**config.mk**
```make
export PLATFORM = sky130hd
export DESIGN_NAME = nrisc_multiciclo
export DESIGN_NICKNAME = d
export VERILOG_FILES = /design/src/rtl/nrisc_multiciclo.sv
export SDC_FILE = /design/constraint.sdc
export NUM_CORES = 1
export LEC_CHECK = 0
export CAP_MARGIN = 40
export CORE_MARGIN = 10
export CORE_UTILIZATION = 40
export CTS_CLUSTER_DIAMETER = 120
export DETAILED_ROUTE_END_ITERATION = 10
export PLACE_DENSITY = 0.64
export SLEW_MARGIN = 20
export SYNTH_ARGS = -nofsm -noshare
export SYNTH_HDL_FRONTEND = slang
export SYNTH_SLANG_ARGS = --single-unit
```
**constraint.sdc**
```tcl
create_clock -name Clock -period 6.46 [get_ports Clock]
set_input_delay 0.646 -clock Clock [delete_from_list [all_inputs] [get_ports Clock]]
set_output_delay 0.646 -clock Clock [all_outputs]
set_load 0.05 [all_outputs]
```
**src/rtl/nrisc_multiciclo.sv**
```systemverilog
// nrisc_multiciclo
// Multicycle nRisc core. An FSM steps each instruction through
// BUSCA -> DECOD -> EXEC -> [MEM] -> [ESCR]. Instruction and data memories
// sit outside the core behind request/ready handshakes, so either may stall.
//
// Handshake semantics (both memory ports): a request is held high, with its
// address/data/direction stable, until the matching ready is sampled high on
// a rising clock edge. That edge completes the transfer. A ready that arrives
// while no request is high is ignored. IReq and DReq are never high together.
//
// Ports
//   Clock   in            rising-edge clock
//   Reset   in            synchronous, active-high
//   IAddr   out [PC_W]    instruction address (= PC)
//   IReq    out           instruction fetch request
//   IReady  in            fetch done, IData valid in the same cycle
//   IData   in  [8]       instruction: opcode [7:5], rd [4:3], rs/imm3 [2:0]
//   DAddr   out [DATA_W]  data address (= R[rs])
//   DWData  out [DATA_W]  store data (= R[rd])
//   DReq    out           data access request
//   DWe     out           1 = store, 0 = load (meaningful only with DReq)
//   DReady  in            access done, DRData valid in the same cycle
//   DRData  in  [DATA_W]  load data
//   Estado  out [3]       FSM state, for debug/verification
module nrisc_multiciclo #(
    parameter int unsigned DATA_W   = 8,
    parameter int unsigned PC_W     = 8,   // must be >= 3 (BEQ offset is 3 bits)
    parameter int unsigned RESET_PC = 0
) (
    input  logic              Clock,
    input  logic              Reset,
    output logic [PC_W-1:0]   IAddr,
    output logic              IReq,
    input  logic              IReady,
    input  logic [7:0]        IData,
    output logic [DATA_W-1:0] DAddr,
    output logic [DATA_W-1:0] DWData,
    output logic              DReq,
    output logic              DWe,
    input  logic              DReady,
    input  logic [DATA_W-1:0] DRData,
    output logic [2:0]        Estado
);

    localparam logic [2:0] BUSCA = 3'd0;
    localparam logic [2:0] DECOD = 3'd1;
    localparam logic [2:0] EXEC  = 3'd2;
    localparam logic [2:0] MEM   = 3'd3;
    localparam logic [2:0] ESCR  = 3'd4;

    localparam logic [2:0] OP_ADD  = 3'b000;
    localparam logic [2:0] OP_SUB  = 3'b001;
    localparam logic [2:0] OP_LW   = 3'b010;
    localparam logic [2:0] OP_SW   = 3'b011;
    localparam logic [2:0] OP_BEQ  = 3'b100;
    localparam logic [2:0] OP_MOV  = 3'b110;
    localparam logic [2:0] OP_ADDI = 3'b111;

    localparam logic [PC_W-1:0] PC_RST = PC_W'(RESET_PC);
    localparam logic [PC_W-1:0] PC_ONE = PC_W'(1);

    logic [2:0]        state_q, state_d;
    logic [PC_W-1:0]   pc_q, pc_d;
    logic [7:0]        ir_q, ir_d;
    logic [DATA_W-1:0] a_q, a_d;      // R[rd] operand
    logic [DATA_W-1:0] b_q, b_d;      // R[rs] operand
    logic [DATA_W-1:0] res_q, res_d;  // value to write back in ESCR
    logic [DATA_W-1:0] regs_q [8];

    logic [2:0]        op;
    logic [1:0]        rd;
    logic [2:0]        rs;
    logic [DATA_W-1:0] imm_data;
    logic [PC_W-1:0]   imm_pc;
    logic [PC_W-1:0]   j_target;

    assign op       = ir_q[7:5];
    assign rd       = ir_q[4:3];
    assign rs       = ir_q[2:0];
    assign imm_data = {{(DATA_W-3){ir_q[2]}}, ir_q[2:0]};
    assign imm_pc   = {{(PC_W-3){ir_q[2]}}, ir_q[2:0]};
    // Low PC_W bits of R[rs]; zero-extended if the PC is wider than the data.
    assign j_target = PC_W'(b_q);

    always_comb begin
        state_d = state_q;
        pc_d    = pc_q;
        ir_d    = ir_q;
        a_d     = a_q;
        b_d     = b_q;
        res_d   = res_q;
        case (state_q)
            BUSCA: begin
                if (IReady) begin
                    ir_d    = IData;
                    state_d = DECOD;
                end
            end
            DECOD: begin
                a_d     = regs_q[{1'b0, rd}];
                b_d     = regs_q[rs];
                state_d = EXEC;
            end
            EXEC: begin
                // Default path: sequential PC, result written back in ESCR.
                pc_d    = pc_q + PC_ONE;
                state_d = ESCR;
                case (op)
                    OP_ADD:       res_d = a_q + b_q;
                    OP_SUB:       res_d = a_q - b_q;
                    OP_MOV:       res_d = b_q;
                    OP_ADDI:      res_d = a_q + imm_data;
                    OP_LW, OP_SW: state_d = MEM;
                    OP_BEQ: begin
                        state_d = BUSCA;
                        if (a_q == regs_q[7]) pc_d = pc_q + PC_ONE + imm_pc;
                    end
                    default: begin  // J
                        state_d = BUSCA;
                        pc_d    = j_target;
                    end
                endcase
            end
            MEM: begin
                if (DReady) begin
                    if (op == OP_LW) begin
                        res_d   = DRData;
                        state_d = ESCR;
                    end else begin
                        state_d = BUSCA;
                    end
                end
            end
            ESCR:    state_d = BUSCA;
            default: state_d = BUSCA;
        endcase
    end

    always_ff @(posedge Clock) begin
        if (Reset) begin
            state_q <= BUSCA;
            pc_q    <= PC_RST;
            ir_q    <= '0;
            a_q     <= '0;
            b_q     <= '0;
            res_q   <= '0;
        end else begin
            state_q <= state_d;
            pc_q    <= pc_d;
            ir_q    <= ir_d;
            a_q     <= a_d;
            b_q     <= b_d;
            res_q   <= res_d;
        end
    end

    // Register file: only R0..R3 are writable as rd; R4..R7 stay at reset value.
    always_ff @(posedge Clock) begin
        if (Reset) begin
            for (int i = 0; i < 8; i++) regs_q[i] <= '0;
        end else if (state_q == ESCR) begin
            regs_q[{1'b0, rd}] <= res_q;
        end
    end

    // Operand registers hold still through MEM, so DAddr/DWData are stable
    // for the whole data request.
    assign IAddr  = pc_q;
    assign IReq   = (state_q == BUSCA);
    assign DAddr  = b_q;
    assign DWData = a_q;
    assign DReq   = (state_q == MEM);
    assign DWe    = (state_q == MEM) && (op == OP_SW);
    assign Estado = state_q;

endmodule

```
==> key figures, run 1 <==
Logic synthesis
  – Synth warn: 0
  – Synth Instances: 509
  – Most used DFF post-synth: dfxtp_1
  – Post-synth top area share: 0.2044
  – Asr flop ratio synth: 0
  – Top post-synthesis cells by area: edfxtp_1 20%, dfxtp_1 18%, mux4_2 7.7%
  – Number of synthesized flops with an enable pin: 32
  – Most frequent cells after synthesis: 67 x nand2_1, 43 x dfxtp_1, 42 x a21oi_1
  – Syn_area_per_cell: approximately 9 µm²
  – Most numerous cell in the Yosys netlist: nand2_1
  – Distinct cells, synth: 60
  – Synth Net Count: between 500 and 600
  – Register area share after synthesis: 0.3875
  – Synthesized flop and latch total: 75
  – Most area-hungry cell type in the Yosys netlist: edfxtp_1
  – Synthesized cell area: 0.004701 mm²

STA
  – Worst Skew: approximately 0.013 ns
  – Post-layout min period: 3.716 ns
  – Slew HR: 0.4371
  – Final Hold Viols: 0
  – Final period util: 0.5752
  – Finish-stage setup viols: 0
  – FMAX: 269.1 MHz
  – Worst Tran Pin Value: 0.8432 ns
  – Fin Setup TNS: 0 ns
  – RSZ-0062 raised after global routing: false
  – Setup WS post-layout: 2.744 ns
  – Slew Limit Fails: 0

Clock network
  – CTS tree: built
  – Clk sinks: between 70 and 80
  – Total CTS buffers: 9
  – Clk_lat worst skew: approximately 0.34 ns
  – Max Root-Sink Buffers: 2
  – CTS Hold Bufs: 0
  – Clock Tree Root: clkbuf_16
  – Clock transition at path regs: 0.07 ns
  – Htree depth: 3
  – Postcts setup bufs: 0
  – Post-CTS sizing: 0

Placement
  – Pre-CTS WS: 2.817 ns
  – Detailed Place HPWL: roughly 9300 µm
  – Port Buffers: 49
  – Placer congestion estimate: 0.9063
  – DP Area: 0.005224 mm²

Power
  – Pwr Density: 226.5 mW/mm²
  – Total Power: 1.254 mW
  – VDD IR max: 0.0001417 V
  – Leak Pwr: ~2.0 nW

Setup path
  – Worst Path Class, Setup: reg2reg
  – Crit path arrival time: 3.97 ns
  – CP Capture Type: flop
  – Worst r2r src: ir_q[5]
  – Worst setup path start: ir_q[5]
  – Startpoint types: flop
  – Crit-path max FO: 26
  – WP data required: around 6.7 ns

Final layout
  – Number of fillers in the final layout: 1062
  – Final instance area: roughly 0.0055 mm²
  – Reg area: 0.001822 mm²
  – Multi-input logic area: about 0.0027 mm²
  – Area growth syn-to-layout: 17.75%
  – Inserted Diodes: 0
  – Share of layout cells above drive strength 1: 0.09779
  – Net count reported at finish: 576

Route
  – Detailed Route Iter0 Violations: 352
  – Antenna Nets Post-Route: 0
  – Routed wire length: 12410 µm
  – Wire per inst: between 15 and 20 µm
  – Drt pass-1 iters: 5
  – Drc violations: 0
  – Vias per cell: 5.692
  – Vias after detailed routing: 3899

Floorplan
  – Die ar.: 0.01649 mm²
  – Core area: 0.01147 mm²
  – Ports: 50
  – Die X: between 100 and 150 µm
  – Initial core utilization: 0.4099
  – Row cnt: 39
  – Die height: 128.4 µm

GRT
  – Tot GR Track Use: 0.1523
  – Largest net degree at the start of global routing: 50
  – Global-route wire length before repair: 20530 µm
  – Initial antenna violation count: 0
  – Grt total ovfl: 0
  – Vias in the first global route: 3987

Outcome
  – Status: finished, final reports clean

Job
  – MaxCap Viol Count: 0

Hold path
  – HP Start: IAddr[1]
  – Worst Hold Class: reg2reg
-- per-stage QoR --
stage	utilization	hold WS, ns	cells
6_report	0.4827	0.5146	685
5_1_grt	0.4827	0.5593	685
4_1_cts	0.4823	0.5115	684
3_5_place_dp	0.4555	0.4990	668
3_3_place_gp	0.4551	0.4878	667
2_1_floorplan	-	0.4525	509
-- power by group --
part           switching [mW]  internal (mW)  leakage (nW)
clock                   0.228          0.275         0.150
sequential             0.0399          0.511         0.680
combinational           0.111         0.0886          1.21
-- cells by family (layout without fill, tap and decap cells) --
logic type	Yosys count	after routing	synth area share
DFF	75	75	0.3875
AOI/OAI and AO/OA	116	116	0.1602
buffers and inverters	50	83	0.04658
muxes	29	29	0.1054
xor gates and xnor gates	14	14	0.02608
and+or+nand+nor	206	206	0.2204
adders and majority gates	19	19	0.05377
-- state kept, by name, indices dropped and copies added (netlist names) --
| signal | cells |
|---|---|
| res_q | 8 |
| Estado | 3 |
| IAddr | 8 |
| regs_q | 32 |
| DWData | 8 |
| DAddr | 8 |
| ir_q | 8 |
-- placed cells by master, fill, tap and decap left out, drive strengths merged, types with 6 or more instances in the layout --
cell            n
or2             6
nor2           40
clkbuf         10
nor3           11
mux2i           9
nand3          12
nand2          67
dfxtp          43
xnor2          10
edfxtp         32
a22oi           9
o21ai          19
inv            17
clkdlybuf4s50  49
and2           34
ha             17
mux4           16
o211ai          6
a21oi          43
-- worst max-delay path, cell delays in order (launching register included) --
cell	delay, ns
dfxtp_1	0.87
inv_1	0.37
nor3_1	0.26
a21oi_1	0.06
o22ai_1	0.17
a21oi_1	0.10
fa_1	0.49
a21o_1	0.19
a21oi_2	0.17
o21ai_0	0.13
mux2_2	0.28
a2111o_1	0.40
a21oi_1	0.14
-- routing by layer --
layer  wire length, µm  up-vias  global-route usage
li1                  -     1900                   -
met1              5184     1899              0.1809
met2              6466       85              0.2674
met3               554       15             0.02546
met4               199        0             0.06026
met5                 0        -                   0
-- path summary, 6_finish.rpt --
kind	cells after the start	endpoint	slack [ns]
min reg2reg	2	IAddr[1]	0.51
max	12	res_q[6]	2.74
max reg2reg	12	res_q[6]	2.74
min	2	IAddr[1]	0.51
-- area by class of cell --
class	count	area share
Inverter	14	0.009494
Tap cell	143	0.03232
Clock buffer	9	0.04069
Sequential cell	75	0.3291
Multi-Input combinational cell	384	0.4806
Timing Repair Buffer	53	0.09313
Clock inverter	7	0.01469
No activity file was read; power rests on OpenSTA's default activity.
==> run 2: changes to the inputs <==
==> constraint.sdc (replaced) <==
create_clock -name Clock -period 3.75 [get_ports Clock]
set_input_delay 0.375 -clock Clock [delete_from_list [all_inputs] [get_ports Clock]]
set_output_delay 0.375 -clock Clock [all_outputs]
set_load 0.05 [all_outputs]
==> run 2 against run 1 <==
First-iteration DRC count decreased by 32%; cell area is 1.2% higher; combinational power up 90%; via count up 1.1%; sequential power rose by 68%; highest routed layer unchanged; register-to-register slack worse by 2.4 ns; critical path depth increased by 2; largest cell class unchanged; sequential share of layout area shrank 0.38 points; critical endpoint is now res_q[7]; fmax is 11% higher; clock power grew 75%.
==> key figures, run 2 (same netlist as run 1, synthesis figures left out) <==
Setup path
  – WP data required: 4.01 ns (-2.71 ns)
  – R2R setup slack: 0.39 ns (-2.35 ns)
  – Register-to-Register Path Depth: 14 (+2)
  – FF-to-FF End: res_q[7]
  – Crit path arrival time: 3.62 ns (-0.35 ns)
  – Crit-path max FO: 9 (-65%)
  – Worst Path Class, Setup: reg2reg
  – Startpoint types: flop
  – CP Capture Type: flop
  – Worst r2r src: DAddr[1]

Final layout
  – Most common cell after layout, fill and taps aside: nand2_1
  – Share of layout cells above drive strength 1: 0.1125 (+0.01474)
  – Fin cells: 694 (+1.3%)
  – Inserted Diodes: 0 (unchanged)
  – Top reg by flops: regs_q
  – Net count reported at finish: 585 (+1.6%)
  – Max reg flops: 32 (unchanged)
  – Post-layout util: 0.4884 (+0.005674)
  – Commonest cells after routing, fill and taps aside: 67 x nand2_1, 49 x clkdlybuf4s50_1, 43 x dfxtp_1
  – Final instance area: 0.005600 mm² (+1.2%)
  – Area growth syn-to-layout: 19.14%

GRT
  – Largest net degree at the start of global routing: 49 (-2.0%)
  – Initial antenna violation count: 0 (unchanged)
  – Grt total ovfl: 0 (unchanged)
  – Vias in the first global route: 4062 (+1.9%)
  – Tot GR Track Use: 0.1584 (+0.006098)
  – Global-route wire length before repair: 20840 µm (+1.5%)

Clock network
  – Post-CTS sizing: 0 (unchanged)
  – Clock Tree Root: clkbuf_16
  – Max Root-Sink Buffers: 2 (unchanged)
  – CTS Hold Bufs: 0 (unchanged)
  – Clk_lat worst skew: 0.35 ns (about the same)
  – Total CTS buffers: 9 (unchanged)
  – CTS tree: built
  – Clk sinks: 75 (unchanged)
  – Clock transition at path regs: 0.07 ns (about the same)
  – Htree depth: 3 (unchanged)
  – Postcts setup bufs: 0 (unchanged)

Floorplan
  – Die ar.: 0.01649 mm² (unchanged)
  – Core area: 0.01147 mm² (unchanged)
  – Initial core utilization: 0.4099 (unchanged)
  – Die X: 128.4 µm (unchanged)
  – Die height: 128.4 µm (unchanged)
  – Ports: 50 (unchanged)
  – Row cnt: 39 (unchanged)

STA
  – Worst Skew: 0.008624 ns (-0.004787 ns)
  – FMAX: 297.9 MHz (+11%)
  – Finish-stage setup viols: 0 (unchanged)
  – Slew Limit Fails: 0 (unchanged)
  – Final Hold Viols: 0 (unchanged)
  – Slew HR: 0.4534 (+0.01629)
  – RSZ-0062 raised after global routing: false
  – Final period util: 0.8953 (+0.3201)
  – Post-layout min period: 3.357 ns (-0.3586 ns)
  – Worst Tran Pin Value: 0.8183 ns (-0.02496 ns)
  – Fin Setup TNS: 0 ns (unchanged)
  – Setup WS post-layout: 0.3928 ns (-2.351 ns)

Route
  – Routed wire length: 12740 µm (+2.7%)
  – Drc violations: 0 (unchanged)
  – Antenna Nets Post-Route: 0 (unchanged)
  – Vias per cell: 5.679 (-0.23%)
  – Wire per inst: 18.36 µm (+1.4%)
  – Drt pass-1 iters: 4 (-1)
  – Vias after detailed routing: 3941 (+1.1%)
  – Detailed Route Iter0 Violations: 239 (-32%)

Placement
  – Port Buffers: 49 (unchanged)
  – Pre-CTS WS: 0.4716 ns (-2.345 ns)
  – Placer congestion estimate: 0.9114 (+0.56%)
  – Detailed Place HPWL: 9730 µm (+4.5%)
  – DP Area: 0.005299 mm² (+1.4%)
  – Placed instance count: 678 (+1.5%)

Hold path
  – HP Start: IAddr[4]
  – Worst Hold Class: reg2reg
  – Hold EP: IAddr[4]
  – Depth of the worst hold-timing path: 2 (unchanged)

Power
  – Leak Pwr: 2.083 nW (+2.3%)
  – Pwr Density: 390.7 mW/mm² (+72%)
  – VDD IR max: 0.0002517 V (+78%)

Outcome
  – Status: finished, final reports clean

Job
  – MaxCap Viol Count: 0 (unchanged)
run 2: cell count changes in the layout (fill, tap and decap cells not counted), sizes merged:
cell	before	now
buf	3	13
clkbuf	10	9
clkinv	4	2
inv	17	19
run 2: how the worst max path moves through the flow:
stage,from,endpoint,slack [ns],cells past startpoint
finish,DAddr[1],res_q[7],0.39,14
global route,DAddr[0],res_q[5],0.19,14
CTS,DAddr[1],res_q[7],0.44,14
detailed placement,DAddr[1],res_q[7],0.47,14
global placement,DAddr[1],res_q[7],0.56,14
floorplan,DAddr[0],res_q[6],0.46,13
run 2: cell type report:
class,instances,area (µm²)
sequential,75,1822
multi-input combinational,384,2660
tap,143,178.9
fill,1083,5867
timing repair buffer,62,585.6
inverter,14,52.55
clock buffer,9,225.2
clock inverter,7,76.32
run 2: where the power goes:
group / internal, mW / switching (mW)
clock: 0.474 / 0.408
combinational: 0.160 / 0.221
sequential: 0.880 / 0.0442
run 2: per-layer routing:
metal | up-vias | track usage | wire [µm]
li1 | 1920 | - | -
met1 | 1920 | 0.1756 | 5233
met4 | 0 | 0.06623 | 276
met5 | - | 0 | 0
met2 | 78 | 0.2863 | 6749
met3 | 23 | 0.03368 | 484
run 2: per-stage QoR:
| step | power [mW] | hold WS [ns] |
|---|---|---|
| 2_1_floorplan | 1.203 | 0.4525 |
| 3_3_place_gp | 1.314 | 0.4886 |
| 3_5_place_dp | 1.322 | 0.4982 |
| 4_1_cts | 2.194 | 0.5064 |
| 5_1_grt | 2.262 | 0.5374 |
| 6_report | 2.188 | 0.4968 |
run 2: critical path, cell delays in order (launching register included):
cell       delay (ns)
dfxtp_1          0.41
inv_1            0.11
ha_1             0.16
or3b_2           0.46
nand2b_1         0.10
mux2i_1          0.19
o21a_1           0.13
a21oi_1          0.05
ha_1             0.33
and3_1           0.16
a221oi_1         0.46
o2bb2ai_1        0.21
nor3_1           0.06
and3_1           0.21
o31ai_2          0.22
==> run 3: changes to the inputs <==
--- a/config.mk
+++ b/config.mk
@@ -6,7 +6,7 @@
 export NUM_CORES = 1
 export LEC_CHECK = 0
 export CAP_MARGIN = 40
-export CORE_MARGIN = 10
+export CORE_MARGIN = 5
 export CORE_UTILIZATION = 40
 export CTS_CLUSTER_DIAMETER = 120
 export DETAILED_ROUTE_END_ITERATION = 10
==> run 3 against run 2 <==
Count of clock-buffer cells in the layout unchanged; critical path depth unchanged; worst setup slack got worse by 0.011 ns; hold slack improved by 0.011 ns; wire length decreased by 2.6%; clock skew decreased by 0.0022 ns; via count decreased by 0.66%; sequential cell count unchanged; cell count decreased by 0.29%; die area decreased by 15%; largest cell class unchanged.
==> key figures, run 3 (same netlist as run 1, synthesis figures left out) <==
Route
  – Drt pass-1 iters: 6 (+2)
  – Detailed Route Iter0 Violations: 263 (+10%)
  – Wire per inst: 17.94 µm (-2.3%)
  – Vias after detailed routing: 3915 (-0.66%)
  – Antenna Nets Post-Route: 0 (unchanged)
  – Routed wire length: 12420 µm (-2.6%)
  – Drc violations: 0 (unchanged)
  – Vias per cell: 5.658 (-0.37%)

Final layout
  – Fin cells: 692 (-0.29%)
  – Number of fillers in the final layout: 1046 (-3.4%)
  – Top reg by flops: regs_q
  – Commonest cells after routing, fill and taps aside: 67 x nand2_1, 49 x clkdlybuf4s50_1, 43 x dfxtp_1
  – Post-layout util: 0.4878 (-0.0005460)
  – Net count reported at finish: 583 (-0.34%)
  – Share of layout cells above drive strength 1: 0.1093 (-0.003233)
  – Inserted Diodes: 0 (unchanged)
  – Max reg flops: 32 (unchanged)
  – Area growth syn-to-layout: 19.00%
  – Most common cell after layout, fill and taps aside: nand2_1

Setup path
  – Worst r2r src: DAddr[1]
  – R2R setup slack: 0.38 ns (about the same)
  – Worst Setup EP: res_q[7]
  – Worst setup path start: DAddr[1]
  – WP data required: 4.01 ns (about the same)
  – CP Capture Type: flop
  – Crit path arrival time: 3.63 ns (about the same)
  – Crit-path max FO: 9 (unchanged)
  – Worst Path Class, Setup: reg2reg
  – Register-to-Register Path Depth: 14 (unchanged)
  – Startpoint types: flop
  – FF-to-FF End: res_q[7]

Floorplan
  – Ports: 50 (unchanged)
  – Row cnt: 39 (unchanged)
  – Die X: 118.4 µm (-7.8%)
  – Die ar.: 0.01402 mm² (-15%)
  – Die height: 118.4 µm (-7.8%)
  – Initial core utilization: 0.4099 (unchanged)
  – Core area: 0.01147 mm² (unchanged)

Placement
  – Detailed Place HPWL: 9548 µm (-1.9%)
  – Pre-CTS WS: 0.4525 ns (-0.01913 ns)
  – Placer congestion estimate: 0.8978 (-1.5%)
  – Port Buffers: 49 (unchanged)
  – Placed instance count: 676 (-0.29%)

Job
  – MaxCap Viol Count: 0 (unchanged)

STA
  – RSZ-0062 raised after global routing: false
  – Slew Limit Fails: 0 (unchanged)
  – Setup WS post-layout: 0.3813 ns (-0.01147 ns)
  – Slew HR: 0.4528 (-0.0005920)
  – Worst Tran Pin Value: 0.8191 ns (+0.0008864 ns)
  – Post-layout min period: 3.369 ns (+0.01147 ns)
  – Final period util: 0.8983 (+0.003059)
  – Worst Skew: 0.006471 ns (-0.002153 ns)
  – Final hold slack: 0.5075 ns (+0.01069 ns)
  – FMAX: 296.9 MHz (-0.34%)
  – Final Hold Viols: 0 (unchanged)
  – Finish-stage setup viols: 0 (unchanged)
  – Fin Setup TNS: 0 ns (unchanged)

Power
  – Leak Pwr: 2.069 nW (-0.65%)
  – Pwr Density: 394.2 mW/mm² (+0.89%)
  – VDD IR max: 0.0002574 V (+2.3%)

Hold path
  – Worst Hold Class: reg2reg
  – Depth of the worst hold-timing path: 2 (unchanged)

Outcome
  – Status: finished, final reports clean

Clock network
  – Clk_lat worst skew: 0.34 ns (about the same)
  – Max Root-Sink Buffers: 2 (unchanged)
  – Total CTS buffers: 9 (unchanged)
  – Clock Tree Root: clkbuf_16
  – Clock transition at path regs: 0.07 ns (about the same)
  – Post-CTS sizing: 0 (unchanged)
  – Clk sinks: 75 (unchanged)
  – Postcts setup bufs: 0 (unchanged)
  – CTS tree: built
  – Htree depth: 3 (unchanged)
  – CTS Hold Bufs: 0 (unchanged)

GRT
  – Grt total ovfl: 0 (unchanged)
  – Initial antenna violation count: 0 (unchanged)
  – Largest net degree at the start of global routing: 49 (unchanged)
  – Global-route wire length before repair: 20070 µm (-3.7%)
  – Vias in the first global route: 3994 (-1.7%)
  – Tot GR Track Use: 0.1772 (+0.01887)
run 3: power breakdown:
group          internal, mW  total, mW  switching [mW]
combinational         0.158      0.369           0.211
clock                 0.528      0.903           0.375
sequential            0.881      0.933          0.0523
run 3: critical path: stages, from the launching register on:
cell and delay [ns]:
dfxtp_1 0.41, inv_1 0.11, ha_1 0.16, or3b_2 0.46
nand2b_1 0.11, mux2i_1 0.07, o21a_1 0.19, a21oi_1 0.15
ha_1 0.30, and3_1 0.17, a221oi_1 0.43, o2bb2ai_1 0.23
nor3_1 0.08, and3_1 0.22, o31ai_2 0.20
run 3: worst min path at each step:
stage                           end  startpoint  slack [ns]
after floorplan            res_q[4]    res_q[4]        0.45
after global placement     IAddr[4]    IAddr[4]        0.49
final                      IAddr[4]    IAddr[4]        0.51
after CTS                  IAddr[4]    IAddr[4]        0.51
after detailed placement  DWData[3]   DWData[3]        0.50
after global routing       IAddr[4]    IAddr[4]        0.52
run 3: final cells by class:
class / instances / area, µm² / area share
multi-input combinational: 384 / 2660 / 0.4755
sequential: 75 / 1822 / 0.3257
timing repair buffer: 60 / 570.5 / 0.1020
clock buffer: 9 / 225.2 / 0.04026
tap: 143 / 178.9 / 0.03198
clock inverter: 7 / 85.08 / 0.01521
inverter: 14 / 52.55 / 0.009394
run 3: stage by stage:
step                total power [mW]  instance area, µm²
floorplan                      1.203                4701
global placement               1.310                5279
detailed placement             1.319                5284
CTS                            2.217                5594
global route                   2.290                5594
finish                         2.205                5594
run 3: layer usage:
metal / share of wire / routed length (µm) / global-route usage / up-vias
met1: 0.41 / 5045 / 0.2048 / 1888
met4: 0.028 / 351 / 0.06945 / 0
met5: 0 / 0 / 0 / -
met3: 0.036 / 449 / 0.03582 / 30
met2: 0.53 / 6570 / 0.3207 / 85
li1: - / - / - / 1912
